## src/rtl/mp_pkg.sv

```systemverilog
// -----------------------------------------------------------------------------
// mp_pkg
// Shared definitions for the Green Walker display path: active-low segment
// constants ({g,f,e,d,c,b,a}), the hex-to-segment table, digit/phase counts
// and the glyph-select type used between the controller and the decoder.
// No ports.
// -----------------------------------------------------------------------------
package mp_pkg;

  localparam int NUM_DIGITS = 4;
  localparam int NUM_PHASES = 5;

  localparam logic [6:0] SEG_BLANK = 7'b1111111;
  localparam logic [6:0] SEG_DASH  = 7'b0111111;
  localparam logic [6:0] SEG_P     = 7'b0001100;

  typedef enum logic [1:0] {
    SEL_HEX,
    SEL_BLANK,
    SEL_DASH,
    SEL_P
  } seg_sel_e;

  function automatic logic [6:0] hex2seg(input logic [3:0] value);
    logic [6:0] seg;
    case (value)
      4'h0: seg = 7'b1000000;
      4'h1: seg = 7'b1111001;
      4'h2: seg = 7'b0100100;
      4'h3: seg = 7'b0110000;
      4'h4: seg = 7'b0011001;
      4'h5: seg = 7'b0010010;
      4'h6: seg = 7'b0000010;
      4'h7: seg = 7'b1111000;
      4'h8: seg = 7'b0000000;
      4'h9: seg = 7'b0010000;
      4'hA: seg = 7'b0001000;
      4'hB: seg = 7'b0000011;
      4'hC: seg = 7'b1000110;
      4'hD: seg = 7'b0100001;
      4'hE: seg = 7'b0000110;
      default: seg = 7'b0001110;
    endcase
    return seg;
  endfunction

endpackage

```

## src/rtl/mp_seg_decoder.sv

```systemverilog
// -----------------------------------------------------------------------------
// mp_seg_decoder
// Combinational glyph decoder for one seven-segment digit (active low).
//   value_i : 4-bit hex value, used when sel_i = SEL_HEX
//   sel_i   : glyph select (hex / blank / dash / letter P)
//   seg_o   : {g,f,e,d,c,b,a}, active low
// -----------------------------------------------------------------------------
module mp_seg_decoder
  import mp_pkg::*;
(
  input  logic [3:0] value_i,
  input  seg_sel_e   sel_i,
  output logic [6:0] seg_o
);

  always_comb begin
    // NOTE: every combinational output gets a default first so no path can
    // leave it unassigned and infer a latch.
    seg_o = SEG_BLANK;
    unique case (sel_i)
      SEL_HEX:   seg_o = hex2seg(value_i);
      SEL_BLANK: seg_o = SEG_BLANK;
      SEL_DASH:  seg_o = SEG_DASH;
      SEL_P:     seg_o = SEG_P;
    endcase
  end

endmodule

```

## src/rtl/mp_display_controller.sv

```systemverilog
// -----------------------------------------------------------------------------
// mp_display_controller
// Drives a time-multiplexed 4-digit common-anode seven-segment display and a
// one-hot phase LED bar from the timer controller's phase/countdown/set flags.
// Digit 3..0 shows: "P", phase (or "-"), blank, hex countdown value.
//
// Parameters: SCAN_DIV (cycles per digit, >= 4), BLANK_CYC (anti-ghost blank
//             window at slot start, < SCAN_DIV), BLINK_DIV (blink half-period).
// Ports:
//   clk, rst       : clock, synchronous active-high reset
//   set            : set mode (dp on digit 0, editable digits blink)
//   cur_phase[2:0] : phase number, 0..4 valid
//   seven_num[3:0] : countdown / setting value
//   an[3:0]        : digit anodes, active low
//   seg[6:0]       : {g,f,e,d,c,b,a}, active low
//   dp             : decimal point, active low
//   phase_led[4:0] : one-hot phase, active high
// Build option: define MP_DISP_BLINK_EN to blink digits 0 and 2 in set mode;
// without it set mode is shown by the decimal point only.
// -----------------------------------------------------------------------------
module mp_display_controller
  import mp_pkg::*;
#(
  parameter int SCAN_DIV  = 25000,
  parameter int BLANK_CYC = 16,
  parameter int BLINK_DIV = 6250000
) (
  input  logic       clk,
  input  logic       rst,
  input  logic       set,
  input  logic [2:0] cur_phase,
  input  logic [3:0] seven_num,
  output logic [3:0] an,
  output logic [6:0] seg,
  output logic       dp,
  output logic [4:0] phase_led
);

  localparam int SCAN_W = $clog2(SCAN_DIV);

  // Input registers
  logic       set_q;
  logic [2:0] phase_q;
  logic [3:0] num_q;

  // Scan state
  logic [SCAN_W-1:0] scan_cnt_q, scan_cnt_d;
  logic [1:0]        dig_idx_q, dig_idx_d;

  // Output registers
  logic [3:0] an_q, an_d;
  logic [6:0] seg_q, seg_d;
  logic       dp_q, dp_d;
  logic [4:0] phase_led_q, phase_led_d;

  seg_sel_e   sel;
  logic [3:0] value;

`ifdef MP_DISP_BLINK_EN
  localparam int BLINK_W = $clog2(BLINK_DIV);
  logic [BLINK_W-1:0] blink_cnt_q, blink_cnt_d;
  logic               blink_on_q, blink_on_d;

  always_comb begin
    blink_cnt_d = '0;
    blink_on_d  = 1'b1;
    if (set_q) begin
      if (blink_cnt_q == BLINK_W'(BLINK_DIV - 1)) begin
        blink_cnt_d = '0;
        blink_on_d  = !blink_on_q;
      end else begin
        blink_cnt_d = blink_cnt_q + BLINK_W'(1);
        blink_on_d  = blink_on_q;
      end
    end
  end
`endif

  always_comb begin
    scan_cnt_d = scan_cnt_q + SCAN_W'(1);
    dig_idx_d  = dig_idx_q;
    if (scan_cnt_q == SCAN_W'(SCAN_DIV - 1)) begin
      scan_cnt_d = '0;
      dig_idx_d  = dig_idx_q + 2'd1;
    end

    // Glyph for the digit currently selected by dig_idx_q; an and seg are both
    // derived from this same state so they switch on the same edge.
    value = num_q;
    sel   = SEL_BLANK;
    case (dig_idx_q)
      2'd0: sel = SEL_HEX;
      2'd1: sel = SEL_BLANK;
      2'd2: begin
        value = {1'b0, phase_q};
        sel   = (phase_q < 3'(NUM_PHASES)) ? SEL_HEX : SEL_DASH;
      end
      default: sel = SEL_P;
    endcase
`ifdef MP_DISP_BLINK_EN
    if (set_q && !blink_on_q && (dig_idx_q == 2'd0 || dig_idx_q == 2'd2)) begin
      sel = SEL_BLANK;
    end
`endif

    an_d        = (scan_cnt_q < SCAN_W'(BLANK_CYC)) ? 4'b1111 : ~(4'b0001 << dig_idx_q);
    dp_d        = !(set_q && dig_idx_q == 2'd0);
    phase_led_d = (phase_q < 3'(NUM_PHASES)) ? (5'b00001 << phase_q) : 5'b00000;
  end

  mp_seg_decoder u_seg_decoder (
    .value_i (value),
    .sel_i   (sel),
    .seg_o   (seg_d)
  );

  // NOTE: state uses non-blocking assignments so every register samples the
  // pre-edge value of its neighbours, independent of statement order.
  always_ff @(posedge clk) begin
    // NOTE: reset is sampled on the clock edge, so it only takes effect while
    // the clock is running.
    if (rst) begin
      set_q       <= 1'b0;
      phase_q     <= '0;
      num_q       <= '0;
      scan_cnt_q  <= '0;
      dig_idx_q   <= '0;
      an_q        <= 4'b1111;
      seg_q       <= SEG_BLANK;
      dp_q        <= 1'b1;
      phase_led_q <= '0;
`ifdef MP_DISP_BLINK_EN
      blink_cnt_q <= '0;
      blink_on_q  <= 1'b1;
`endif
    end else begin
      set_q       <= set;
      phase_q     <= cur_phase;
      num_q       <= seven_num;
      scan_cnt_q  <= scan_cnt_d;
      dig_idx_q   <= dig_idx_d;
      an_q        <= an_d;
      seg_q       <= seg_d;
      dp_q        <= dp_d;
      phase_led_q <= phase_led_d;
`ifdef MP_DISP_BLINK_EN
      blink_cnt_q <= blink_cnt_d;
      blink_on_q  <= blink_on_d;
`endif
    end
  end

  assign an        = an_q;
  assign seg       = seg_q;
  assign dp        = dp_q;
  assign phase_led = phase_led_q;

endmodule

```

## config.mk

```make
export PLATFORM = sky130hd
export DESIGN_NAME = mp_display_controller
export DESIGN_NICKNAME = d
export VERILOG_FILES = /design/src/rtl/mp_pkg.sv /design/src/rtl/mp_seg_decoder.sv /design/src/rtl/mp_display_controller.sv
export SDC_FILE = /design/constraint.sdc
export NUM_CORES = 1
export LEC_CHECK = 0
export CORE_AREA = 10 10 78 80
export DETAILED_ROUTE_END_ITERATION = 10
export DIE_AREA = 0 0 88 90
export GPL_TIMING_DRIVEN = 0
export PLACE_DENSITY = 0.64
export SLEW_MARGIN = 25
export SYNTH_ARGS = -nofsm -noshare
export SYNTH_HDL_FRONTEND = slang
export SYNTH_HIERARCHICAL = 1
export SYNTH_SLANG_ARGS = --single-unit
```

## constraint.sdc

```tcl
create_clock -name clk -period 5.4 [get_ports clk]
set_clock_uncertainty 0.2 [all_clocks]
set_input_delay 0.81 -clock clk [delete_from_list [all_inputs] [get_ports clk]]
set_output_delay 0.81 -clock clk [all_outputs]
set_load 0.01 [all_outputs]
```

==> run summary, run 1 <==
Status = finished clean
CP bufs+invs = 1
Largest net degree at the start of global routing = 14
Largest cells by area after synthesis = dfxtp_1 (42%), ha_1 (9.5%), xnor2_1 (5.3%)
LEAKAGE = 0.9754 nW
Combinational power share = 0.096
First-pass GRT wire length = 6.106 mm
Core Util, Final = 0.5257
GR Overflow Total = 0
Number of synthesized register bits = 42
Top_reg_cell synth = dfxtp_1
H-tree depth = 2
Syn nets = 229
CP most frequent cell = ha_1
Worst Path Required = 5.38 ns
Post-Syn Instances = 204
Total CTS buffers = 5
Fill count = 431
Register area share after synthesis = 0.4248
Die X = 88 um
Critical Path, Cell by Cell = inv_1, ha_1, mux2_2, ha_1, mux2_4, a311o_1, or2_2
Post-CTS sizing = 0
Cell Int Power = 0.4928 mW
Max-slew violation count = 0
TritonCTS clock tree = yes
EDFF count, synth = 0
WHS = 0.2001 ns
DP Worst Slack = 2.746 ns
Crit path largest cell delay = 0.44 ns
ANT cells = 0
Multi-input logic area = 0.001059 mm^2
Worst Path Max Fanout = 6
CP delay by family, top = multiplexers
Fin nets = 262
Storage cell area = 840.8 um^2
Post-synth top area cell = dfxtp_1
Share of layout cells above drive strength 1 = 0.1387
Via count = 1,414
Maximum clock rate = 0.3784 GHz
Initial core utilization = 0.4305
Initial antenna violation count = 0
DRC viols = 0
Clk root buf = clkbuf_8
Post-Route WL = 3.717 mm
Placed Cells = 284
Skew-Pair Late Insertion Delay = 0.29 ns
NetSw = 0.1408 mW
CP endpoint kind = register
Fin area = 0.002417 mm^2
Tot GR Track Use = 0.09473
HPWL after detailed placement = 2.741 mm
Slew headroom = 0.6748
Worst Setup Path Type = register to register
Switching part of the total = 0.2223
Vias in the first global route = 1,364
Tmin final = 2.642 ns
Gpl congestion = 0.8204
Max cap viols = 0
Antenna-violating nets left = 0
Most common cell after layout, fill and taps aside = dfxtp_1
DIE AREA = 0.007920 mm^2
Worst min-delay path class = register to register
Mean post-synth cell area = 9.703 um^2
CP arrival = 2.63 ns
Clock transition at path regs = 0.08 ns
Post-synthesis cell area = 0.001979 mm^2
RSZ-0062 raised after global routing = false
Tot Pwr = 0.6336 mW
First drt pass iteration count = 4
Die Y = 90 um
Placeable Area = 0.004598 mm^2
Async set or reset register ratio after synthesis = 0
Vias per cell = 4.842
Yosys warns = 6
Post-DR wirelength/cell = 12.73 um
Hold-fix buffers, CTS = 0
Clock power share = 0.390
Postcts setup bufs = 0
Setup TNS = 0 ns
Fin. Hold Viols = 0
Yosys top cell area share = 0.4248
Fin crit share = 0.4893
Final setup viols = 0
CP max-delay cell = mux2_2
Pwr Density = 262.1 mW/mm^2
PortBufs = 26
Flop pwr share = 0.515
I/O pins = 27
Worst setup margin = 2.758 ns
Most frequent cells in the layout = dfxtp_1 (42), nor2_1 (26), clkdlybuf4s50_1 (26), ha_1 (15), xnor2_1 (12)
Worst-margin pin slew = 0.4878 ns
Placement Cell Area = 0.002307 mm^2
Post-Layout Cell Count = 292
Crit start category = register
Post-synth cell types = 42
Maximum vdd drop = 0.0001760 V
Layout area overhead = 22.12%
DR iter-0 viols = 67
Clk sinks = 42
CTS Buffer Depth = 2
Row cnt = 25
sequential cells by signal, summed over array words and instances, names as in the netlist:
name        count
phase_led       5
num_q           4
seg             7
dig_idx_q       2
scan_cnt_q     15
an              4
phase_q         3
dp              1
set_q           1
cells in the mapped netlist, drive strengths merged, types with 3 or more instances:
library cell	count
or2	8
nand2	11
nor3	6
o21ai	3
o21bai	3
clkbuf	4
dfxtp	42
nand3	7
nand2b	5
a31oi	4
inv	10
ha	15
mux2i	3
nand4	3
xnor2	12
nor4	5
nor2	28
nor2b	11
buf	3
mux2	3
area by class of cell:
class / count / share of cell area
timing repair buffer: 26 / 0.1077
clock inverter: 2 / 0.01553
buffer: 7 / 0.01760
sequential: 42 / 0.3478
multi-input combinational: 145 / 0.4379
clock buffer: 6 / 0.03002
tap: 54 / 0.02795
inverter: 10 / 0.01553
layer usage:
layer,vias up,share of wire,GRT usage
li1,743,-,-
met1,640,0.49,0.1163
met2,27,0.43,0.1450
met3,4,0.073,0.03520
met4,0,0.011,0.03590
met5,-,0,0
final timing paths:
check	start	slack [ns]	to	depth (start not counted)
max	dig_idx_q[0]	2.76	seg[0]	7
min	set_q	0.20	dp	1
max reg2reg	dig_idx_q[0]	2.76	seg[0]	7
min reg2reg	set_q	0.20	dp	1
kinds of logic after synthesis:
group / share of synthesized area
adders and majority gates: 0.09482
and+or+nand+nor: 0.2864
xor gates and xnor gates: 0.06195
buffers and inverters: 0.04045
DFF: 0.4248
AOI/OAI and AO/OA: 0.05752
muxes: 0.03413
power by group through the flow:
stage | logic (mW) | clock network, mW | registers, mW
final | 0.0606 | 0.247 | 0.326
after global routing | 0.0663 | 0.266 | 0.327
after floorplan | 0.0320 | 0 | 0.336
after detailed placement | 0.0613 | 0 | 0.334
after global placement | 0.0609 | 0 | 0.333
after CTS | 0.0616 | 0.252 | 0.326
Note: power is estimated with default switching activity, not from simulation.
==> inputs of run 2 (changes only) <==
==> constraint.sdc (replaced) <==
create_clock -name clk -period 2.6 [get_ports clk]
set_clock_uncertainty 0.2 [all_clocks]
set_input_delay 0.39 -clock clk [delete_from_list [all_inputs] [get_ports clk]]
set_output_delay 0.39 -clock clk [all_outputs]
set_load 0.01 [all_outputs]
==> run summary, run 2 (same netlist as run 1, synthesis figures left out) <==
Die X = 88 um (unchanged)
Post-Route WL = 3.706 mm (was 3.717 mm)
Wire length on met2 = 1.585 mm (unchanged)
TritonCTS clock tree = yes (unchanged)
Worst Path Max Fanout = 6 (unchanged)
CP bufs+invs = 0 (was 1)
Clock transition at path regs = 0.08 ns (about the same)
Share of layout cells above drive strength 1 = 0.1513 (was 0.1387)
Hold EP = dp (unchanged)
Via count = 1,414 (unchanged)
Reg-to-reg startpoint = dig_idx_q[1] (was dig_idx_q[0])
Worst Setup Path Type = register to register (unchanged)
Clk root buf = clkbuf_8 (unchanged)
Fin. Hold Viols = 0 (unchanged)
Maximum vdd drop = 0.0003651 V (was 0.0001760 V)
Max-slew violation count = 0 (unchanged)
CP arrival = 2.48 ns (was 2.63 ns)
Number of flip-flops in the largest register = 15 (unchanged)
Vias in the first global route = 1,364 (unchanged)
Gpl congestion = 0.8204 (unchanged)
Row cnt = 25 (unchanged)
Layout area overhead = 22.82% (was 22.12%)
Worst-margin pin slew = 0.4935 ns (was 0.4878 ns)
Critical Path, Cell by Cell = ha_4, mux2_2, ha_1, mux2_4, a311o_1, or2_2 (was inv_1, ha_1, mux2_2, ha_1, mux2_4, a311o_1, or2_2)
Clk sinks = 42 (unchanged)
Core Util, Final = 0.5287 (was 0.5257)
Hold Path Stages = 1 (unchanged)
Final setup viols = 0 (unchanged)
Post-DR wirelength/cell = 12.69 um (was 12.73 um)
H-tree depth = 2 (unchanged)
CTS Buffer Depth = 2 (unchanged)
CP delay by family, top = multiplexers (unchanged)
Maximum clock rate = 0.4011 GHz (was 0.3784 GHz)
Most frequent cells in the layout = dfxtp_1 (41), nor2_1 (26), clkdlybuf4s50_1 (26), ha_1 (14), xnor2_1 (12) (was dfxtp_1 (42), nor2_1 (26), clkdlybuf4s50_1 (26), ha_1 (15), xnor2_1 (12))
DIE AREA = 0.007920 mm^2 (unchanged)
Initial antenna violation count = 0 (unchanged)
Die Y = 90 um (unchanged)
Crit start category = register (unchanged)
Tot GR Track Use = 0.09473 (unchanged)
Antenna-violating nets left = 0 (unchanged)
Post-Layout Cell Count = 292 (unchanged)
ANT cells = 0 (unchanged)
Fin nets = 262 (unchanged)
First-pass GRT wire length = 6.106 mm (unchanged)
DP Worst Slack = -0.05376 ns (was 2.746 ns)
Skew-Pair Late Insertion Delay = 0.29 ns (about the same)
Fill count = 431 (unchanged)
Total CTS buffers = 5 (unchanged)
Fin crit share = 0.9589 (was 0.4893)
DR iter-0 viols = 57 (was 67)
Met3 WL = 275 um (was 270 um)
HPWL after detailed placement = 2.741 mm (unchanged)
Largest net degree at the start of global routing = 14 (unchanged)
Vias per cell = 4.842 (unchanged)
I/O pins = 27 (unchanged)
Hold-fix buffers, CTS = 0 (unchanged)
Multi-input logic area = 0.001071 mm^2 (was 0.001059 mm^2)
Slew headroom = 0.6710 (was 0.6748)
Tot Pwr = 1.314 mW (was 0.6336 mW)
GR Overflow Total = 0 (unchanged)
Status = finished clean (unchanged)
Storage cell area = 842.1 um^2 (was 840.8 um^2)
CP endpoint kind = register (unchanged)
Most common cell after layout, fill and taps aside = dfxtp_1 (unchanged)
Reg-to-Reg End = seg[0] (unchanged)
Tmin final = 2.493 ns (was 2.642 ns)
PortBufs = 26 (unchanged)
Crit path largest cell delay = 0.44 ns (about the same)
Postcts setup bufs = 0 (unchanged)
Worst min-delay path class = register to register (unchanged)
Setup TNS = 0 ns (unchanged)
Biggest register = scan_cnt_q (unchanged)
Metal-1 WL = 1.805 mm (was 1.821 mm)
DRC viols = 0 (unchanged)
R2R cell count = 6 (was 7)
HP Start = set_q (unchanged)
CP max-delay cell = dfxtp_1 (was mux2_2)
First drt pass iteration count = 4 (unchanged)
Max layer used = met4 (unchanged)
R2R Setup Slk = 0.11 ns (was 2.76 ns)
LEAKAGE = 0.9773 nW (was 0.9754 nW)
Worst Path Required = 2.58 ns (was 5.38 ns)
RSZ-0062 raised after global routing = false (unchanged)
Initial core utilization = 0.4305 (unchanged)
Placeable Area = 0.004598 mm^2 (unchanged)
Worst setup margin = 0.1069 ns (was 2.758 ns)
Crit path launch = dig_idx_q[1] (was dig_idx_q[0])
Pwr Density = 540.3 mW/mm^2 (was 262.1 mW/mm^2)
Max cap viols = 0 (unchanged)
Placed Cells = 284 (unchanged)
-- run 2: cell types whose count changed in the layout (fill, tap and decap cells not counted) --
| cell | previous run | this run |
|---|---|---|
| dfxtp_1 | 42 | 41 |
| inv_1 | 10 | 9 |
| ha_4 | 0 | 1 |
| ha_1 | 15 | 14 |
| dfxtp_2 | 0 | 1 |
| inv_2 | 0 | 1 |
-- run 2: cell type report --
cell class	count	area share
Buffer	7	0.01750
Timing Repair Buffer	26	0.1071
Sequential cell	42	0.3464
Multi-Input combinational cell	145	0.4406
Clock inverter	2	0.01544
Inverter	10	0.01544
Clock buffer	6	0.02985
Tap cell	54	0.02779
-- run 2: per-stage QoR --
step	hold WS (ns)	instance area, um^2
floorplan	0.1686	1979
global placement	0.1877	2307
detailed placement	0.1868	2307
CTS	0.2061	2420
global route	0.2342	2431
finish	0.1991	2431
-- run 2: worst max path at each step --
stage	endpoint	slack, ns	cells past startpoint
global placement	seg[0]	-0.03	7
detailed placement	seg[0]	-0.05	7
global route	seg[0]	0.0006	6
finish	seg[0]	0.11	6
CTS	seg[0]	0.003	7
floorplan	seg[0]	0.14	7
-- run 2: routing by layer --
layer / up-vias / GRT usage
li1: 744 / -
met1: 639 / 0.1163
met2: 27 / 0.1450
met3: 4 / 0.03520
met4: 0 / 0.03590
met5: - / 0
-- run 2: what timing repair did --
item / 4_1_cts / 5_1_grt
setup endpoints to repair: 2 / 2
gates resized for setup: 1 / 3
cloned: 0 / 0
-- run 2: power breakdown --
group / switching (mW) / total [mW] / internal, mW
combinational: 0.0549 / 0.126 / 0.0710
sequential: 0.0116 / 0.677 / 0.666
clock: 0.224 / 0.510 / 0.286
total: 0.290 / 1.31 / 1.02
==> inputs of run 3 (changes only) <==
--- a/config.mk
+++ b/config.mk
@@ -9,7 +9,7 @@
 export DETAILED_ROUTE_END_ITERATION = 10
 export DIE_AREA = 0 0 88 90
 export GPL_TIMING_DRIVEN = 0
-export PLACE_DENSITY = 0.64
+export PLACE_DENSITY = 0.63
 export SLEW_MARGIN = 25
 export SYNTH_ARGS = -nofsm -noshare
 export SYNTH_HDL_FRONTEND = slang
==> run summary, run 3 (same netlist as run 1, synthesis figures left out) <==
Placed Cells = 284 (unchanged)
First-pass GRT wire length = 5.975 mm (was 6.106 mm)
Tot GR Track Use = 0.09271 (was 0.09473)
Number of flip-flops in the largest register = 15 (unchanged)
CP arrival = 2.47 ns (was 2.48 ns)
Combinational power share = 0.095 (was 0.096)
Post-Layout Cell Count = 292 (unchanged)
Post-Route WL = 3.655 mm (was 3.706 mm)
Skew-Pair Late Insertion Delay = 0.29 ns (about the same)
Hold EP = dp (unchanged)
NetSw = 0.2871 mW (was 0.2902 mW)
R2R Setup Slk = 0.11 ns (about the same)
Largest net degree at the start of global routing = 14 (unchanged)
WHS = 0.2040 ns (was 0.1991 ns)
Slew headroom = 0.6614 (was 0.6710)
HPWL after detailed placement = 2.734 mm (was 2.741 mm)
Clock transition at path regs = 0.08 ns (about the same)
Placeable Area = 0.004598 mm^2 (unchanged)
Most frequent cells in the layout = dfxtp_1 (41), nor2_1 (26), clkdlybuf4s50_1 (26), ha_1 (14), xnor2_1 (12) (unchanged)
Initial core utilization = 0.4305 (unchanged)
Biggest register = scan_cnt_q (unchanged)
ANT cells = 0 (unchanged)
Tot Pwr = 1.310 mW (was 1.314 mW)
LEAKAGE = 0.9773 nW (unchanged)
Flop pwr share = 0.517 (was 0.516)
Via count = 1,390 (was 1,414)
Worst Path Max Fanout = 6 (unchanged)
HP Start = set_q (unchanged)
TritonCTS clock tree = yes (unchanged)
Vias per cell = 4.760 (was 4.842)
First drt pass iteration count = 4 (unchanged)
R2R cell count = 6 (unchanged)
Post-DR wirelength/cell = 12.52 um (was 12.69 um)
Worst Path Required = 2.58 ns (about the same)
I/O pins = 27 (unchanged)
Clock power share = 0.388 (about the same)
Fin nets = 262 (unchanged)
DR iter-0 viols = 37 (was 57)
Worst min-delay path class = register to register (unchanged)
Layout area overhead = 22.82% (unchanged)
Max cap viols = 0 (unchanged)
Fin crit share = 0.9566 (was 0.9589)
Cell Int Power = 1.023 mW (about the same)
Reg-to-reg startpoint = dig_idx_q[1] (unchanged)
Hold Path Stages = 1 (unchanged)
Initial antenna violation count = 0 (unchanged)
Fin. Hold Viols = 0 (unchanged)
Hold-fix buffers, CTS = 0 (unchanged)
GR Overflow Total = 0 (unchanged)
Gpl congestion = 0.8318 (was 0.8204)
Max-slew violation count = 0 (unchanged)
Clk root buf = clkbuf_8 (unchanged)
DIE AREA = 0.007920 mm^2 (unchanged)
DRC viols = 0 (unchanged)
Clk sinks = 42 (unchanged)
Switching part of the total = 0.2191 (was 0.2209)
Reg-to-Reg End = seg[0] (unchanged)
Most common cell after layout, fill and taps aside = dfxtp_1 (unchanged)
Maximum clock rate = 0.4021 GHz (was 0.4011 GHz)
Die Y = 90 um (unchanged)
Setup TNS = 0 ns (unchanged)
PortBufs = 26 (unchanged)
Final setup viols = 0 (unchanged)
Total CTS buffers = 5 (unchanged)
CP endpoint kind = register (unchanged)
Crit start category = register (unchanged)
Worst-margin pin slew = 0.5079 ns (was 0.4935 ns)
Pwr Density = 538.9 mW/mm^2 (was 540.3 mW/mm^2)
Antenna-violating nets left = 0 (unchanged)
Share of layout cells above drive strength 1 = 0.1513 (unchanged)
RSZ-0062 raised after global routing = false (unchanged)
Fill count = 430 (was 431)
CTS Buffer Depth = 2 (unchanged)
Status = finished clean (unchanged)
Tmin final = 2.487 ns (was 2.493 ns)
Maximum vdd drop = 0.0002448 V (was 0.0003651 V)
Row cnt = 25 (unchanged)
Die X = 88 um (unchanged)
Worst Setup Path Type = register to register (unchanged)
Vias in the first global route = 1,325 (was 1,364)
H-tree depth = 2 (unchanged)
[run 3: power by group through the flow]
stage | clock (mW) | combinational [mW] | sequential (mW)
3_3_place_gp | 0 | 0.127 | 0.692
4_1_cts | 0.529 | 0.127 | 0.677
3_5_place_dp | 0 | 0.126 | 0.693
2_1_floorplan | 0 | 0.0666 | 0.698
6_report | 0.509 | 0.125 | 0.677
5_1_grt | 0.554 | 0.137 | 0.680
[run 3: critical path, stage by stage, from the launching register on]
cell     delay (ns)
dfxtp_1        0.44
ha_4           0.21
mux2_2         0.41
ha_1           0.25
mux2_4         0.26
a311o_1        0.34
or2_2          0.26
[run 3: area by class of cell]
type,instances,area (um^2),area share
inverters,10,37.54,0.01544
flip-flops and latches,42,842.1,0.3464
well taps,54,67.56,0.02779
plain buffers,7,42.54,0.01750
repair buffers,26,260.3,0.1071
multi-input cells,145,1071,0.4406
clock inverters,2,37.54,0.01544
clock buffers,6,72.57,0.02985
[run 3: how the worst max path moves through the flow]
| stage | start | end | slack (ns) | depth (start not counted) |
|---|---|---|---|---|
| 6_report | dig_idx_q[1] | seg[0] | 0.11 | 6 |
| 5_1_grt | dig_idx_q[1] | seg[0] | 0.02 | 6 |
| 2_1_floorplan | dig_idx_q[0] | seg[0] | 0.14 | 7 |
| 3_5_place_dp | dig_idx_q[0] | seg[0] | -0.02 | 7 |
| 4_1_cts | dig_idx_q[0] | seg[0] | 0.01 | 7 |
| 3_3_place_gp | dig_idx_q[0] | seg[0] | -0.04 | 7 |
[run 3: per-layer routing]
| metal | wire (um) | GRT usage |
|---|---|---|
| met2 | 1685 | 0.1505 |
| met1 | 1699 | 0.1062 |
| met3 | 238 | 0.03430 |
| met5 | 0 | 0 |
| met4 | 31 | 0.03590 |
[run 3: timing repair]
action | CTS | global route
gates resized for setup | 1 | 3
setup endpoints to repair | 2 | 2
buffers inserted | 0 | 0
[run 3: stage by stage]
| stage | utilization | setup WS (ns) | area [um^2] |
|---|---|---|---|
| final | 0.5287 | 0.1128 | 2431 |
| after global routing | 0.5287 | 0.01993 | 2431 |
| after CTS | 0.5263 | 0.01232 | 2420 |
| after detailed placement | 0.5018 | -0.02283 | 2307 |
| after global placement | 0.5018 | -0.04139 | 2307 |
| after floorplan | - | 0.1383 | 1979 |
